File: config.mk
export PLATFORM = sky130hd
export DESIGN_NAME = reg_file_mp
export DESIGN_NICKNAME = d
export VERILOG_FILES = /design/src/rtl/reg_file_mp.sv
export SDC_FILE = /design/constraint.sdc
export NUM_CORES = 2
export LEC_CHECK = 0
export CORE_MARGIN = 4
export CORE_UTILIZATION = 35
export DETAILED_ROUTE_END_ITERATION = 8
export HOLD_SLACK_MARGIN = 0.02
export PLACE_DENSITY = 0.52
export SYNTH_ARGS = -nofsm -noshare
export SYNTH_HDL_FRONTEND = slang
export SYNTH_SLANG_ARGS = --single-unit
File: constraint.sdc
create_clock -name Clk -period 91.3 [get_ports Clk]
set_clock_uncertainty 0.2 [all_clocks]
set_input_delay 13.695 -clock Clk [delete_from_list [all_inputs] [get_ports Clk]]
set_output_delay 13.695 -clock Clk [all_outputs]
set_load 0.01 [all_outputs]
File: src/rtl/reg_file_mp.sv
// Multi-read-port register file with a per-entry busy scoreboard and registered Full flag.
// Define RF_BYPASS_EN for write-first forwarding; the default build is read-first.
module reg_file_mp #(
  parameter int DATA_W   = 32,
  parameter int ADDR_W   = 5,
  parameter int NUM_RD   = 2,
  parameter int ZERO_REG = 1
) (
  input  logic                       Clk,
  input  logic                       Reset,
  input  logic                       RdEn,
  input  logic [NUM_RD*ADDR_W-1:0]   RdAddr,
  output logic [NUM_RD*DATA_W-1:0]   RdData,
  output logic [NUM_RD-1:0]          RdBusy,
  input  logic                       Write,
  input  logic [ADDR_W-1:0]          WR,
  input  logic [DATA_W-1:0]          WD,
  input  logic                       Rsv,
  input  logic [ADDR_W-1:0]          RsvAddr,
  output logic                       Full
);

  localparam int DEPTH = 1 << ADDR_W;
  localparam logic ZR = (ZERO_REG != 0);
  // Entry 0 is excluded from the Full test when it is the hardwired zero register.
  localparam logic [DEPTH-1:0] RSV_MASK = ZR ? {{(DEPTH-1){1'b1}}, 1'b0} : {DEPTH{1'b1}};

  logic [DATA_W-1:0] r_rf [DEPTH];
  logic [DEPTH-1:0]  r_busy;
  logic [DEPTH-1:0]  w_busy_nxt;
  logic              r_full;
  logic              w_full_nxt;
  logic              w_wr_ok;
  logic              w_rsv_ok;

  assign w_wr_ok  = Write && !(ZR && (WR == '0));
  assign w_rsv_ok = Rsv && !(ZR && (RsvAddr == '0));

  // Reservation is applied after the writeback clear so it wins on a same-address collision.
  always_comb begin
    w_busy_nxt = r_busy;
    if (w_wr_ok)  w_busy_nxt[WR]      = 1'b0;
    if (w_rsv_ok) w_busy_nxt[RsvAddr] = 1'b1;
  end

  assign w_full_nxt = &(w_busy_nxt | ~RSV_MASK);

  always_ff @(posedge Clk or posedge Reset) begin
    if (Reset) begin
      r_busy <= '0;
      r_full <= 1'b0;
    end else begin
      r_busy <= w_busy_nxt;
      r_full <= w_full_nxt;
    end
  end

  assign Full = r_full;

  always_ff @(posedge Clk or posedge Reset) begin
    if (Reset) begin
      for (int i = 0; i < DEPTH; i++) r_rf[i] <= '0;
    end else if (w_wr_ok) begin
      r_rf[WR] <= WD;
    end
  end

  for (genvar k = 0; k < NUM_RD; k++) begin : g_rd
    logic [ADDR_W-1:0] w_addr;
    logic              w_zero;
    logic              w_fwd;
    logic [DATA_W-1:0] w_rdata;
    logic [DATA_W-1:0] r_rd_data_p1;

    assign w_addr = RdAddr[k*ADDR_W +: ADDR_W];
    assign w_zero = ZR && (w_addr == '0);

`ifdef RF_BYPASS_EN
    // A matching writeback is forwarded and hides the busy bit unless it is re-reserved this cycle.
    assign w_fwd     = w_wr_ok && (WR == w_addr);
    assign RdBusy[k] = r_busy[w_addr] && !w_zero &&
                       !(w_fwd && !(w_rsv_ok && (RsvAddr == w_addr)));
`else
    assign w_fwd     = 1'b0;
    assign RdBusy[k] = r_busy[w_addr] && !w_zero;
`endif

    assign w_rdata = w_zero ? '0 : (w_fwd ? WD : r_rf[w_addr]);

    // Stage p0 -> p1: one cycle of read latency, held while RdEn is low.
    always_ff @(posedge Clk or posedge Reset) begin
      if (Reset)     r_rd_data_p1 <= '0;
      else if (RdEn) r_rd_data_p1 <= w_rdata;
    end

    assign RdData[k*DATA_W +: DATA_W] = r_rd_data_p1;
  end

endmodule

==> flow_metrics.py <==
metrics = {
    "cells_and_area": {
        "final-instance-count-excl-fill": 6278,
        "area_delta_synth_final_pct": 12.2,
        "multi_input_comb_area_um2": 28600,
        "layout.area.seq_um2": 28000,
        "finalCoreUtilization_pct": 39.7,
        "final.fill_count": 15368,
        "share_of_post_route_cells_with_drive_strength_above_1_pct": 45.0,
        "postLayoutCellArea_um2": 65800,
        "finish.net_count": 4051,
    },
    "cts": {
        "clock_tree.htree_level_count": 4,
        "cts-buffers-inserted": 132,
        "root_buffer": "clkbuf_16",
        "path_clk_slew_ps": 50,
        "tritoncts_num_sinks": 1120,
        "post-cts-setup-buffers": 0,
        "insertion_delay_ps": 790,
        "post_cts_hold_buffer_count": 0,
        "number_of_gates_resized_after_cts": 0,
        "clock_path_buffers": 3,
        "clock_tree_from_tritoncts": "done",
    },
    "synthesis": {
        "synth_enable_flop_cells": 0,
        "mappedNetlistNets": 4164,
        "synth_common_cells": "1120 x dfrtp_1, 1071 x mux2_2, 425 x mux4_2",
        "synth.largest_area_cell": "dfrtp_1",
        "share_of_flip_flops_with_an_asynchronous_set_or_reset_after_synthesis_pct": 100,
        "postSynthAreaPerCell_um2": 14.3,
        "post_synth_num_cell_types": 55,
        "syn_area_um2": 58700,
        "synth.most_common_cell": "dfrtp_1",
        "synth_top_area_share_pct": 47.8,
        "synth_seq_cells": 1120,
        "ys_warn_count": 0,
        "ys.flop_type": "dfrtp_1",
        "synth-seq-area-share_pct": 47.8,
        "syn_inst": 4107,
        "yosys-top-cells-area": "dfrtp_1 48%, mux2_2 21%, mux4_2 16%",
    },
    "floorplanning": {
        "design.die.area_um2": 174000,
        "pin_count": 124,
        "die_w_um": 417,
        "core_area_um2": 166000,
        "die_y_um": 417,
        "rows": 149,
        "floorplan.initialDensity_pct": 35.4,
    },
    "setup_path": {
        "critical-path-top-cell-by-count": "mux4_2",
        "path_cells": "buf_8, buf_4, mux4_2, mux4_2, mux2_2, clkdlybuf4s50_1",
        "path_buf_inv": 3,
        "timing.critical_path.arrival_ps": 16890,
        "criticalPathCategory": "in -> out",
        "critPathSlowestCell": "buf_4",
        "crit_path_end_kind": "output port",
        "crit_path_start_kind": "primary input",
        "critical-path-max-stage-delay_ps": 750,
        "critPathTopFamily": "buffers and inverters",
        "worst-endpoint-required_ps": 77400,
        "maximum_fanout_encountered_on_the_critical_timing_path": 63,
    },
    "placed_design": {
        "detailedPlacementHpwl_um": 109000,
        "port_buffers": 123,
        "pre_cts_ws_ps": 60440,
        "placed_area_um2": 61600,
        "place.detailed.instances": 6049,
        "gp_routability_congestion": 0.785,
    },
    "detailed_routing": {
        "detail_route.drc_violations": 0,
        "route.final.wire_length_um": 198000,
        "vias": 37694,
        "routed_wire_length_per_instance_um": 31.6,
        "first_iter_violations": 2808,
        "final_ant_viol_nets": 0,
        "via_per_inst": 6.00,
        "drt-pass1-iter-count": 7,
    },
    "worst_hold_path": {
        "worst_hold_path_type": "reg -> reg",
    },
    "power_and_ir_drop": {
        "ir_worst_vdd_mv": 0.0149,
        "pwr_density_cell_nw_per_um2": 22.3,
        "p_leak_nw": 28.0,
    },
    "timing": {
        "slew_headroom_pct": 18.6,
        "min_period_ps": 30790,
        "layout_setup_ws_ps": 60510,
        "setup_violations": 0,
        "final_min_period_over_clock_period_pct": 33.7,
        "max_slew.worst_pin.slew_ps": 1220,
        "final_hold_viol_count": 0,
        "fmax_mhz": 32.5,
        "drv_slew": 0,
        "unrepaired_setup_endpoints_after_global_routing": "false",
        "finalSetupTns_ps": 0,
    },
    "global_route": {
        "global_route.overflow_total": 0,
        "grt_start_max_net_pins": 164,
        "first_global_vias": 39188,
        "grt_first_pass_wirelength_um": 288000,
        "initial_antenna_violation_count": 9,
        "groute.usage.overall_pct": 22.7,
    },
    "flow_run": {
        "max_cap_viol_count": 0,
    },
    "run_status": {
        "run_status": "finished, final reports clean",
    },
}
per-layer routing:
layer | vias to the layer above | GRT usage (%) | share of wire, %
met2 | 1078 | 37.2 | 48
met3 | 306 | 3.74 | 5.0
li1 | 15500 | - | -
met1 | 20808 | 31.1 | 44
met5 | - | 0 | 0.0056
met4 | 2 | 6.87 | 3.0
per-stage QoR:
step | power [W] | hold slack [ps]
after floorplan | 0.000864 | 241
after global placement | 0.000940 | 177
after detailed placement | 0.000948 | 182
after CTS | 0.00148 | 196
after global routing | 0.00153 | 203
final | 0.00147 | 191
where the power goes:
group          leakage (nW)  switching, W  total [W]  internal (W)
Sequential             14.3     0.0000697   0.000660      0.000590
Combinational          11.5      0.000113   0.000279      0.000166
Clock                  2.08      0.000219   0.000526      0.000307
Total                  28.0      0.000402    0.00147       0.00106
placed cells by master, fill, tap and decap left out, types with 8 or more instances in the layout:
cell | Yosys | final
a211oi_1 | 28 | 28
nand2_2 | 0 | 11
mux4_2 | 425 | 425
mux2_2 | 1071 | 1071
clkbuf_1 | 216 | 35
a221oi_1 | 83 | 83
nor2_1 | 32 | 17
buf_4 | 36 | 85
o21ai_0 | 35 | 35
o32ai_1 | 59 | 59
o2111ai_1 | 55 | 55
nand2b_1 | 27 | 24
clkinv_2 | 0 | 13
nor2b_4 | 0 | 8
nand2_1 | 288 | 272
a41o_1 | 19 | 19
dfrtp_1 | 1120 | 1120
nor2b_1 | 40 | 32
a22oi_1 | 43 | 43
nor2_4 | 0 | 16
a311oi_1 | 28 | 28
mux2i_1 | 135 | 135
nor3_1 | 13 | 13
inv_1 | 60 | 59
clkbuf_16 | 0 | 138
clkdlybuf4s50_1 | 0 | 112
clkbuf_8 | 0 | 28
worst reg2reg max path, stage by stage, from the launching register on:
cell and delay (ps):
dfrtp_1 390, mux4_2 450, nand2_1 80, o2111ai_1 140
a221oi_1 550, o32ai_1 150
worst paths after layout:
check | slack [ps] | end | startpoint | cells after the start
max | 60510 | RdBusy[1] | RdAddr[6] | 6
min | 190 | r_rf[1016] | r_rf[1016] | 0
max reg2reg | 89180 | g_rd[0].r_rd_data_p1[3] | r_rf[163] | 5
min reg2reg | 190 | r_rf[1016] | r_rf[1016] | 0
max in group asynchronous | 73860 | r_rf[619] | Reset | 6
min in group asynchronous | 13270 | r_rf[1009] | Reset | 2
sequential cells by signal, summed over array words and instances, names as in the netlist:
| name | count |
|---|---|
| r_busy | 31 |
| Full | 1 |
| g_rd.r_rd_data_p1 | 64 |
| r_rf | 1024 |
layout make-up:
type	count	area share, %
inverter	60	0.354
sequential	1120	42.6
clock inverter	28	0.441
clock buffer	200	6.01
antenna	1	0.00380
multi-input combinational	2472	43.5
timing repair buffer	208	2.96
tap	2189	4.16
kinds of logic after synthesis:
kind of cell / synth area share, %
compound gates: 5.41
buf+inv: 3.95
flops: 47.8
mux: 39.3
simple gates: 3.56
(Power assumes the default switching activity.)
